===== config.mk =====
export PLATFORM = sky130hd
export DESIGN_NAME = jtyiear_pal_loader
export DESIGN_NICKNAME = d
export VERILOG_FILES = /design/src/rtl/jtyiear_pal_pkg.sv /design/src/rtl/jtyiear_pal_fifo.sv /design/src/rtl/jtyiear_pal_loader.sv
export SDC_FILE = /design/constraint.sdc
export NUM_CORES = 1
export LEC_CHECK = 0
export ABC_AREA = 1
export CAP_MARGIN = 40
export CORE_UTILIZATION = 61
export CTS_BUF_LIST = sky130_fd_sc_hd__clkbuf_8
export CTS_CLUSTER_SIZE = 30
export DETAILED_ROUTE_END_ITERATION = 10
export PLACE_DENSITY = 0.87
export SYNTH_ARGS = -nofsm -noshare
export SYNTH_HDL_FRONTEND = slang
export SYNTH_SLANG_ARGS = --single-unit

===== constraint.sdc =====
create_clock -name clk -period 5.7 [get_ports clk]
set_clock_uncertainty 0.05 [all_clocks]
set_input_delay 0.57 -clock clk [delete_from_list [all_inputs] [get_ports clk]]
set_output_delay 0.57 -clock clk [all_outputs]
set_load 0.02 [all_outputs]

===== src/rtl/jtyiear_pal_pkg.sv =====
// Shared types and constants for the Yie Ar palette PROM loader.
// A FIFO entry packs the 5-bit PROM index above the 8-bit data byte.
package jtyiear_pal_pkg;

  localparam int PAL_LEN = 32;
  localparam int FIFO_W  = 13;

  typedef enum logic [1:0] {
    IDLE  = 2'd0,
    LOAD  = 2'd1,
    FLUSH = 2'd2,
    DONE  = 2'd3
  } pal_state_t;

  typedef struct packed {
    logic [4:0] idx;
    logic [7:0] data;
  } pal_entry_t;

endpackage


===== src/rtl/jtyiear_pal_fifo.sv =====
// Two-entry FIFO between the download strobe register and the PROM writer.
// A push into a full FIFO is accepted only when a pop frees a slot in the same cycle.
module jtyiear_pal_fifo
  import jtyiear_pal_pkg::*;
(
  input  logic              clk,
  input  logic              rst_n,
  input  logic              i_clr,
  input  logic              i_push,
  input  logic              i_pop,
  input  logic [FIFO_W-1:0] i_din,
  output logic [FIFO_W-1:0] o_dout,
  output logic              o_full,
  output logic              o_empty
);

  logic [FIFO_W-1:0] r_mem [2];
  logic              r_rd;
  logic              r_wr;
  logic [1:0]        r_cnt;
  logic              w_do_pop;
  logic              w_do_push;

  assign o_full    = (r_cnt == 2'd2);
  assign o_empty   = (r_cnt == 2'd0);
  assign o_dout    = r_mem[r_rd];
  assign w_do_pop  = i_pop && !o_empty;
  assign w_do_push = i_push && (!o_full || w_do_pop);

  always_ff @(posedge clk or negedge rst_n) begin
    if (!rst_n) begin
      r_mem[0] <= '0;
      r_mem[1] <= '0;
      r_rd     <= 1'b0;
      r_wr     <= 1'b0;
      r_cnt    <= 2'd0;
    end else if (i_clr) begin
      r_rd  <= 1'b0;
      r_wr  <= 1'b0;
      r_cnt <= 2'd0;
    end else begin
      if (w_do_push) begin
        r_mem[r_wr] <= i_din;
        r_wr        <= ~r_wr;
      end
      if (w_do_pop) begin
        r_rd <= ~r_rd;
      end
      case ({w_do_push, w_do_pop})
        2'b10:   r_cnt <= r_cnt + 2'd1;
        2'b01:   r_cnt <= r_cnt - 2'd1;
        default: r_cnt <= r_cnt;
      endcase
    end
  end

endmodule


===== src/rtl/jtyiear_pal_loader.sv =====
// Captures the palette PROM image from the ROM download stream and writes it
// to the PROM through a small FIFO, tracking coverage, checksum and errors.
module jtyiear_pal_loader #(
  parameter logic [24:0] PAL_START = 25'h0A000,
  parameter int          PAL_LEN   = jtyiear_pal_pkg::PAL_LEN
) (
  input  logic        clk,
  input  logic        rst_n,
  input  logic        downloading,
  input  logic [24:0] ioctl_addr,
  input  logic [7:0]  ioctl_dout,
  input  logic        ioctl_wr,
  output logic [4:0]  prog_addr,
  output logic [7:0]  prog_data,
  output logic        prog_en,
  output logic        pal_done,
  output logic        pal_err,
  output logic [7:0]  pal_sum
);
  import jtyiear_pal_pkg::*;

  pal_state_t         r_state;
  pal_state_t         w_next;
  logic               r_dl_prev;
  logic               w_dl_rise;
  logic               w_dl_fall;
  logic [24:0]        w_off;
  logic               w_hit;
  logic               r_stb;
  pal_entry_t         r_entry;
  logic [FIFO_W-1:0]  w_dout;
  pal_entry_t         w_head;
  logic               w_full;
  logic               w_empty;
  logic               w_pop;
  logic [PAL_LEN-1:0] r_bitmap;
  logic [7:0]         r_sum;
  logic               r_done;
  logic               r_err;

  assign w_dl_rise = downloading && !r_dl_prev;
  assign w_dl_fall = !downloading && r_dl_prev;
  assign w_off     = ioctl_addr - PAL_START;
  assign w_hit     = ioctl_wr && (r_state == LOAD) &&
                     (ioctl_addr >= PAL_START) && (w_off < 25'(PAL_LEN));
  assign w_head    = pal_entry_t'(w_dout);
  assign w_pop     = !w_empty && ((r_state == LOAD) || (r_state == FLUSH));

  // Edge history starts high so a download already in progress at reset is skipped.
  always_ff @(posedge clk or negedge rst_n) begin
    if (!rst_n) begin
      r_dl_prev <= 1'b1;
      r_stb     <= 1'b0;
      r_entry   <= '0;
    end else begin
      r_dl_prev <= downloading;
      r_stb     <= w_hit && !w_dl_rise;
      if (w_hit) begin
        r_entry <= '{idx: w_off[4:0], data: ioctl_dout};
      end
    end
  end

  jtyiear_pal_fifo u_fifo (
    .clk     (clk),
    .rst_n   (rst_n),
    .i_clr   (w_dl_rise),
    .i_push  (r_stb),
    .i_pop   (w_pop),
    .i_din   (r_entry),
    .o_dout  (w_dout),
    .o_full  (w_full),
    .o_empty (w_empty)
  );

  always_ff @(posedge clk or negedge rst_n) begin
    if (!rst_n) begin
      r_state <= IDLE;
    end else begin
      r_state <= w_next;
    end
  end

  // FLUSH also waits out a byte still sitting in the strobe register.
  always_comb begin
    w_next = r_state;
    if (w_dl_rise) begin
      w_next = LOAD;
    end else begin
      case (r_state)
        LOAD:    if (w_dl_fall) w_next = FLUSH;
        FLUSH:   if (w_empty && !r_stb) w_next = DONE;
        default: w_next = r_state;
      endcase
    end
  end

  always_ff @(posedge clk or negedge rst_n) begin
    if (!rst_n) begin
      r_bitmap <= '0;
      r_sum    <= 8'd0;
      r_done   <= 1'b0;
      r_err    <= 1'b0;
    end else if (w_dl_rise) begin
      r_bitmap <= '0;
      r_sum    <= 8'd0;
      r_done   <= 1'b0;
      r_err    <= 1'b0;
    end else begin
      if (w_pop) begin
        r_bitmap[w_head.idx] <= 1'b1;
        r_sum                <= r_sum + w_head.data;
      end
      if (r_stb && w_full && !w_pop) begin
        r_err <= 1'b1;
      end
      if ((r_state == FLUSH) && (w_next == DONE)) begin
        if (&r_bitmap) r_done <= 1'b1;
        else           r_err  <= 1'b1;
      end
    end
  end

  assign prog_en   = w_pop;
  assign prog_addr = w_pop ? w_head.idx  : 5'd0;
  assign prog_data = w_pop ? w_head.data : 8'd0;
  assign pal_done  = r_done;
  assign pal_err   = r_err;
  assign pal_sum   = r_sum;

endmodule


==> results.tsv, run 1 <==
stage	metric	value	unit
flow_run	count of maximum capacitance violations	0	
drt	detailed router's first-iteration violation count	219	
clock_tree	Skew-Pair Late Insertion Delay	0.35	ns
critical_path	Worst R2R Start	u_fifo.r_rd	
critical_path	Critical Path Start Type	flop	
timing	worst slew pin tran	0.664	ns
final_layout	layout cells sized above 1	0.119	
clock_tree	number of buffers created by CTS	9	
synthesis	Post-Synthesis Cells	543	
clock_tree	maximum buffer depth of the clock tree	2	
global_routing	number of antenna violations at the first check in global routing	0	
clock_tree	TritonCTS clock tree	yes	
power_and_ir_drop	leakage	0.00256	uW
final_layout	antenna diode instance count	0	
critical_path	type of the setup path with the least slack	reg2out	
clock_tree	master cell of the clock root buffer	sky130_fd_sc_hd__clkbuf_8	
clock_tree	hold buffer count at CTS	0	
synthesis	Mapped Avg Cell Area	8.31	um^2
drt	number of design rule violations left after detail routing	0	
timing	setup tns final	0	ns
synthesis	arithmetic-cell share of the synthesized area counting full adders, half adders and majority gates	0.0349	
critical_path	Setup crit end kind	output pin	
critical_path	register-to-register path setup slack	3.02	ns
critical_path	maximum fanout along the worst path	13	
synthesis	area of the mapped netlist	4510	um^2
synthesis	sequential share of the synthesized area	0.494	
timing	worst-case headroom to the max-slew limit	0.557	
timing	number of failing hold endpoints at the final stage	0	
final_layout	fillcell total	488	
final_layout	Layout Area Growth over Synthesis	18.3	%
clock_tree	PostCTS Resize Cnt	0	
critical_path	cell depth of the worst flop-to-flop path	11	
synthesis	largest family of logic cells by synthesized area	simple AND/OR/NAND/NOR gates	
synthesis	number of flops mapped to enable cells by yosys	0	
synthesis	number of storage elements in the synthesis netlist	89	
placed_design	count of buffers inserted at the top-level ports	60	
critical_path	Reg-to-Reg End	pal_sum[6]	
clock_tree	count of clock tree sinks	89	
floorplan	Boundary Pins	61	
power_and_ir_drop	share of power burned in registers	0.410	
floorplan	Initial Utilization	0.646	
outcome	outcome	finished, final reports clean	
timing	setup repair after global routing missed its margin	no	
critical_path	signal arrival time at the worst endpoint	2.40	ns
synthesis	proportion of register bits with asynchronous set or reset after synthesis	1.00	
final_layout	Final nets	649	
floorplan	Core Box Area	6980	um^2
power_and_ir_drop	PD cells	334	nW/um^2
global_routing	gr usage total	0.262	
drt	post-DR vias/cell	5.33	
floorplan	std cell rows	30	
global_routing	global route total overflow	0	
timing	final setup fails	0	
global_routing	vias in the first global route	3501	
clock_tree	Clock Pin Slew Worst Setup and Hold Paths	0.10	ns
global_routing	pin count of the biggest net entering global routing	53	
power_and_ir_drop	share of power burned in the clock network	0.234	
synthesis	syn_nets	592	
power_and_ir_drop	proportion of total power due to net switching	0.386	
drt	routed wire length	9260	um
drt	vias after detailed routing	3736	
timing	final count of pins violating max slew	0	
synthesis	predominant post-synthesis flop cell	sky130_fd_sc_hd__dfrtp_1	
drt	antenna-violating nets left	0	
synthesis	count of different cell masters after synthesis	41	
clock_tree	H-Tree Level Count	3	
timing	tightest hold margin	0.119	ns
timing	Period Utilization, post-route	0.530	
timing	min Tclk post-route	3.02	ns
global_routing	global-route wire length before repair	15800	um
clock_tree	Setup Fix Bufs, Post-CTS	0	
floorplan	y dimension of the die	88.0	um
critical_path	required time of the critical path	5.08	ns
floorplan	overall die width	88.0	um
hold_path	worst hold path type	in2async	
floorplan	die area	7750	um^2
synthesis	XOR/XNOR share of the synthesized area	0.00582	
synthesis	portion of netlist area occupied by mux cells	0	
drt	length of the first detailed-routing pass in iterations	5	
power_and_ir_drop	portion of total power attributed to combinational logic	0.356	
synthesis	Compound-Gate Fraction of Synth Area	0.111	
placed_design	weighted congestion reported at the end of routability-driven placement	0.864	
synthesis	Post-Synth Simple-Gate Area	0.278	
synthesis	number of warnings printed during yosys synthesis	0	
placed_design	Detail Placement HPWL	6750	um
power_and_ir_drop	Cell Int Power	1100	uW
power_and_ir_drop	VDD IR-drop max	0.195	mV
timing	fmax	331	MHz
drt	drt wl/cell	13.2	um
power_and_ir_drop	Psw	689	uW
## final cells by class
cell class | count | area (um^2) | area share
Inverter | 57 | 224 | 0.0419
Multi-Input combinational cell | 380 | 1940 | 0.363
Tap cell | 96 | 120 | 0.0225
Timing Repair Buffer | 63 | 641 | 0.120
Sequential cell | 89 | 2230 | 0.417
Clock inverter | 7 | 65.1 | 0.0122
Clock buffer | 9 | 124 | 0.0232
## cells in the mapped netlist, types with 3 or more instances
master / instances / share of area
sky130_fd_sc_hd__or2_2: 7 / 0.0097
sky130_fd_sc_hd__nor2_1: 71 / 0.059
sky130_fd_sc_hd__a21oi_1: 40 / 0.044
sky130_fd_sc_hd__buf_2: 5 / 0.0055
sky130_fd_sc_hd__o21ai_0: 44 / 0.049
sky130_fd_sc_hd__nor2_2: 5 / 0.0069
sky130_fd_sc_hd__buf_1: 3 / 0.0025
sky130_fd_sc_hd__nand2_1: 128 / 0.11
sky130_fd_sc_hd__nand4_1: 6 / 0.0083
sky130_fd_sc_hd__nand3_1: 22 / 0.024
sky130_fd_sc_hd__nand2_2: 13 / 0.018
sky130_fd_sc_hd__ha_1: 11 / 0.030
sky130_fd_sc_hd__inv_1: 49 / 0.041
sky130_fd_sc_hd__nor2_4: 10 / 0.025
sky130_fd_sc_hd__buf_6: 5 / 0.012
sky130_fd_sc_hd__dfrtp_1: 88 / 0.49
sky130_fd_sc_hd__inv_2: 5 / 0.0042
## through the flow
step,total power [uW],setup WS (ns),cell area [um^2],instances,utilization
after global placement,1350,3.12,5120,684,0.734
after global routing,1900,2.53,5340,701,0.765
after floorplan,1180,3.42,4510,543,-
final,1790,2.68,5340,701,0.765
after CTS,1790,2.67,5340,701,0.765
after detailed placement,1380,3.03,5150,685,0.738
## flip-flops by register name, indices dropped and copies added, names as in the netlist
signal / flops
r_dl_prev: 1
pal_done: 1
r_entry: 13
pal_err: 1
u_fifo.r_rd: 1
u_fifo.r_wr: 1
r_bitmap: 32
pal_sum: 8
u_fifo.r_cnt: 2
r_state: 2
r_stb: 1
u_fifo.r_mem: 26
## critical path: stages (launching register included)
cell and delay (ns):
sky130_fd_sc_hd__dfrtp_1 0.38, sky130_fd_sc_hd__inv_1 0.09, sky130_fd_sc_hd__ha_1 0.38, sky130_fd_sc_hd__nor2_4 0.23
sky130_fd_sc_hd__inv_2 0.17, sky130_fd_sc_hd__nor2_1 0.16, sky130_fd_sc_hd__clkdlybuf4s50_1 0.62
## placed cells by master, fill, tap and decap left out, types with 2 or more instances in the layout
cell                              count
sky130_fd_sc_hd__nand3_1             22
sky130_fd_sc_hd__inv_1               49
sky130_fd_sc_hd__nor2_1              71
sky130_fd_sc_hd__clkdlybuf4s50_1     59
sky130_fd_sc_hd__nand2_1            128
sky130_fd_sc_hd__buf_4                3
sky130_fd_sc_hd__nor2_2               5
sky130_fd_sc_hd__clkbuf_8             9
sky130_fd_sc_hd__inv_4                2
sky130_fd_sc_hd__nor3_1               2
sky130_fd_sc_hd__inv_8                2
sky130_fd_sc_hd__inv_2                5
sky130_fd_sc_hd__a22o_1               2
sky130_fd_sc_hd__inv_6                5
sky130_fd_sc_hd__nor2_4              10
sky130_fd_sc_hd__xnor2_1              2
sky130_fd_sc_hd__ha_1                11
sky130_fd_sc_hd__o21ai_1              2
sky130_fd_sc_hd__or2_2                7
sky130_fd_sc_hd__nor3_4               2
sky130_fd_sc_hd__nand4_1              6
sky130_fd_sc_hd__dfrtp_1             88
sky130_fd_sc_hd__a21oi_1             40
sky130_fd_sc_hd__nand2_2             13
sky130_fd_sc_hd__o21ai_0             44
## worst max-delay path by stage
| stage | cells past startpoint | from | slack (ns) | to |
|---|---|---|---|---|
| 2_1_floorplan | 6 | r_state[0] | 3.42 | prog_data[0] |
| 3_3_place_gp | 11 | u_fifo.r_rd | 3.12 | pal_sum[6] |
| 3_5_place_dp | 11 | u_fifo.r_rd | 3.03 | pal_sum[6] |
| 4_1_cts | 6 | r_state[0] | 2.67 | prog_data[0] |
| 5_1_grt | 6 | r_state[0] | 2.53 | prog_data[0] |
| 6_report | 6 | r_state[0] | 2.68 | prog_data[0] |
## kinds of logic after synthesis
kind of cell / Yosys count
simple gates: 271
flops: 89
buf+inv: 74
fa+ha+maj: 12
xor+xnor: 3
compound gates: 94
## routing by layer
metal  track usage  share of wire  up-vias
li1              -              -     1844
met1         0.348           0.44     1766
met2         0.440           0.50      114
met3        0.0368          0.050       12
met4        0.0953          0.012        0
met5             0              0        -
## power groups by stage
stage / Combinational (uW) / Sequential (uW) / Clock (uW)
floorplan: 436 / 749 / 0
global placement: 612 / 739 / 0
detailed placement: 637 / 744 / 0
CTS: 639 / 732 / 423
global route: 705 / 740 / 450
finish: 636 / 732 / 417
(Power assumes the default switching activity.)
==> run 2: changes to the inputs <==
CORE_UTILIZATION = 57   (was 61)
PLACE_DENSITY = 0.82   (was 0.87)
clock period = 2.83 ns   (was 5.7 ns; I/O delays follow)
==> run 2 against run 1 <==
Against the previous run: first-iteration DRC count is the same; final cell count grew 1.3%; cell area up 1.5%; die area increased by 6.9%; worst setup slack worse by 2.6 ns; critical path depth unchanged; flip-flop and latch count is the same; combinational power increased by 110%; non-clock buffer count grew 3; hold slack gained 0.23 ns.
==> results.tsv, run 2 (synthesized netlist as in run 1, its figures left out) <==
stage	metric	value	unit	change
final_layout	Final nets	652		+0.46%
global_routing	busiest metal layer after global routing	met2		
placed_design	count of buffers inserted at the top-level ports	60		unchanged
global_routing	GR met3 Demand/Resource	0.0402		+0.00344
global_routing	global routing met1 resource utilization	0.318		-0.0302
outcome	outcome	finished, final reports clean		
drt	length of the first detailed-routing pass in iterations	5		unchanged
timing	worst slew pin tran	0.675	ns	+0.0111 ns
global_routing	number of antenna violations at the first check in global routing	0		unchanged
final_layout	largest registers	r_bitmap: 32 flops, u_fifo.r_mem: 26 flops, r_entry: 13 flops		
floorplan	Core Box Area	7690	um^2	+10%
placed_design	Detail Placement HPWL	6890	um	+2.1%
timing	min Tclk post-route	2.73	ns	
timing	setup repair after global routing missed its margin	no		
global_routing	global route total overflow	0		unchanged
timing	number of failing hold endpoints at the final stage	0		unchanged
power_and_ir_drop	leakage	0.00262	uW	+2.2%
critical_path	required time of the critical path	2.50	ns	-2.58 ns
timing	fmax	367	MHz	
drt	routed wire length	9320	um	+0.68%
power_and_ir_drop	PD cells	696	nW/um^2	+110%
clock_tree	H-Tree Level Count	3		unchanged
global_routing	vias in the first global route	3662		+4.6%
clock_tree	TritonCTS clock tree	yes		
floorplan	std cell rows	32		+6.7%
timing	worst-case headroom to the max-slew limit	0.545		-0.0122
drt	post-DR vias/cell	5.21		-2.2%
critical_path	type of the setup path with the least slack	reg2out		
placed_design	weighted congestion reported at the end of routability-driven placement	0.819		-5.2%
timing	Period Utilization, post-route	0.963		
global_routing	pin count of the biggest net entering global routing	55		+3.8%
clock_tree	maximum buffer depth of the clock tree	2		unchanged
power_and_ir_drop	VDD IR-drop max	0.352	mV	+81%
placed_design	setup slack at placement	0.467	ns	-2.56 ns
floorplan	y dimension of the die	91.0	um	+3.4%
critical_path	signal arrival time at the worst endpoint	2.39	ns	about the same
clock_tree	Clock Pin Slew Worst Setup and Hold Paths	0.09	ns	about the same
floorplan	die area	8280	um^2	+6.9%
placed_design	cell total after placement	693		+1.2%
timing	final count of pins violating max slew	0		unchanged
global_routing	gr usage total	0.250		-0.0112
clock_tree	Setup Fix Bufs, Post-CTS	0		unchanged
drt	drt wl/cell	13.1	um	-0.60%
timing	setup tns final	0	ns	unchanged
final_layout	layout cells sized above 1	0.122		+0.00270
floorplan	Initial Utilization	0.587		-0.0593
floorplan	Boundary Pins	61		unchanged
hold_path	worst hold path type	in2reg		
final_layout	antenna diode instance count	0		unchanged
global_routing	GRT met2 Usage	0.442		+0.00147
final_layout	Layout Area Growth over Synthesis	20.1	%	
clock_tree	Skew-Pair Late Insertion Delay	0.35	ns	about the same
flow_run	count of maximum capacitance violations	0		unchanged
critical_path	Setup crit end kind	output pin		
global_routing	global-route wire length before repair	16500	um	+4.5%
final_layout	Final Non-Filler Cells	710		+1.3%
floorplan	overall die width	91.0	um	+3.4%
drt	detailed router's first-iteration violation count	219		unchanged
critical_path	register-to-register path setup slack	0.60	ns	-2.42 ns
timing	final setup margin	0.104	ns	-2.58 ns
drt	vias after detailed routing	3700		-0.96%
clock_tree	master cell of the clock root buffer	sky130_fd_sc_hd__clkbuf_8		
power_and_ir_drop	post-route total power	3770	uW	+110%
final_layout	fillcell total	622		+27%
clock_tree	number of buffers created by CTS	9		unchanged
drt	number of design rule violations left after detail routing	0		unchanged
drt	antenna-violating nets left	0		unchanged
clock_tree	count of clock tree sinks	89		unchanged
final_layout	number of flip-flops under the largest register name	32		unchanged
critical_path	Critical Path Start Type	flop		
final_layout	most common cell after layout, fill and taps aside	sky130_fd_sc_hd__nand2_1		
final_layout	largest reg by FF count	r_bitmap		
timing	final setup fails	0		unchanged
final_layout	commonest cells after routing, fill and taps aside	sky130_fd_sc_hd__nand2_1 (128), sky130_fd_sc_hd__dfrtp_1 (88), sky130_fd_sc_hd__nor2_1 (71), sky130_fd_sc_hd__clkdlybuf4s50_1 (58), sky130_fd_sc_hd__inv_1 (49)		
critical_path	maximum fanout along the worst path	13		unchanged
## run 2: area by class of cell
class,instances,area [um^2],share of cell area
sequential,89,2230,0.411
multi-input combinational,380,1940,0.357
timing repair buffer,66,668,0.123
inverter,57,224,0.0413
clock buffer,10,138,0.0254
tap,102,128,0.0235
clock inverter,6,97.6,0.0180
## run 2: worst max-delay path: stages, from the launching register on
cell	delay (ns)
sky130_fd_sc_hd__dfrtp_1	0.37
sky130_fd_sc_hd__inv_1	0.09
sky130_fd_sc_hd__ha_1	0.38
sky130_fd_sc_hd__nor2_4	0.23
sky130_fd_sc_hd__inv_2	0.17
sky130_fd_sc_hd__nor2_1	0.15
sky130_fd_sc_hd__clkdlybuf4s50_1	0.64
## run 2: metrics by stage
stage | utilization | instance area [um^2] | hold slack (ns)
floorplan | - | 4510 | -0.0626
global placement | 0.669 | 5150 | 0.405
detailed placement | 0.673 | 5170 | 0.226
CTS | 0.705 | 5420 | 0.345
global route | 0.705 | 5420 | 0.353
finish | 0.705 | 5420 | 0.349
## run 2: path summary, 6_finish.rpt
path,from,to,depth (start not counted)
worst max-delay path,r_state[0],prog_data[3],6
worst min-delay path,downloading,r_dl_prev,1
worst max register to register,u_fifo.r_rd,pal_sum[5],11
worst min register to register,r_entry[7],r_entry[7],2
max in group asynchronous,rst_n,r_entry[1],3
min in group asynchronous,rst_n,r_bitmap[2],2
## run 2: where the power goes
part	total, uW	internal [uW]	switching (uW)
clock	1010	536	478
sequential	1450	1360	85.9
combinational	1310	509	803
total	3770	2410	1370
## run 2: metal layers
| metal | vias to the layer above | routed length [um] |
|---|---|---|
| li1 | 1840 | - |
| met1 | 1759 | 4110 |
| met2 | 91 | 4770 |
| met3 | 10 | 337 |
| met4 | 0 | 103 |
| met5 | - | 0 |
## run 2: timing repair
action / 4_1_cts / 5_1_grt
hold buffers: 1 / 0
gates resized for setup: 0 / 1
hold endpoints to repair: 34 / 0
endpoints found under the setup margin: 0 / 1
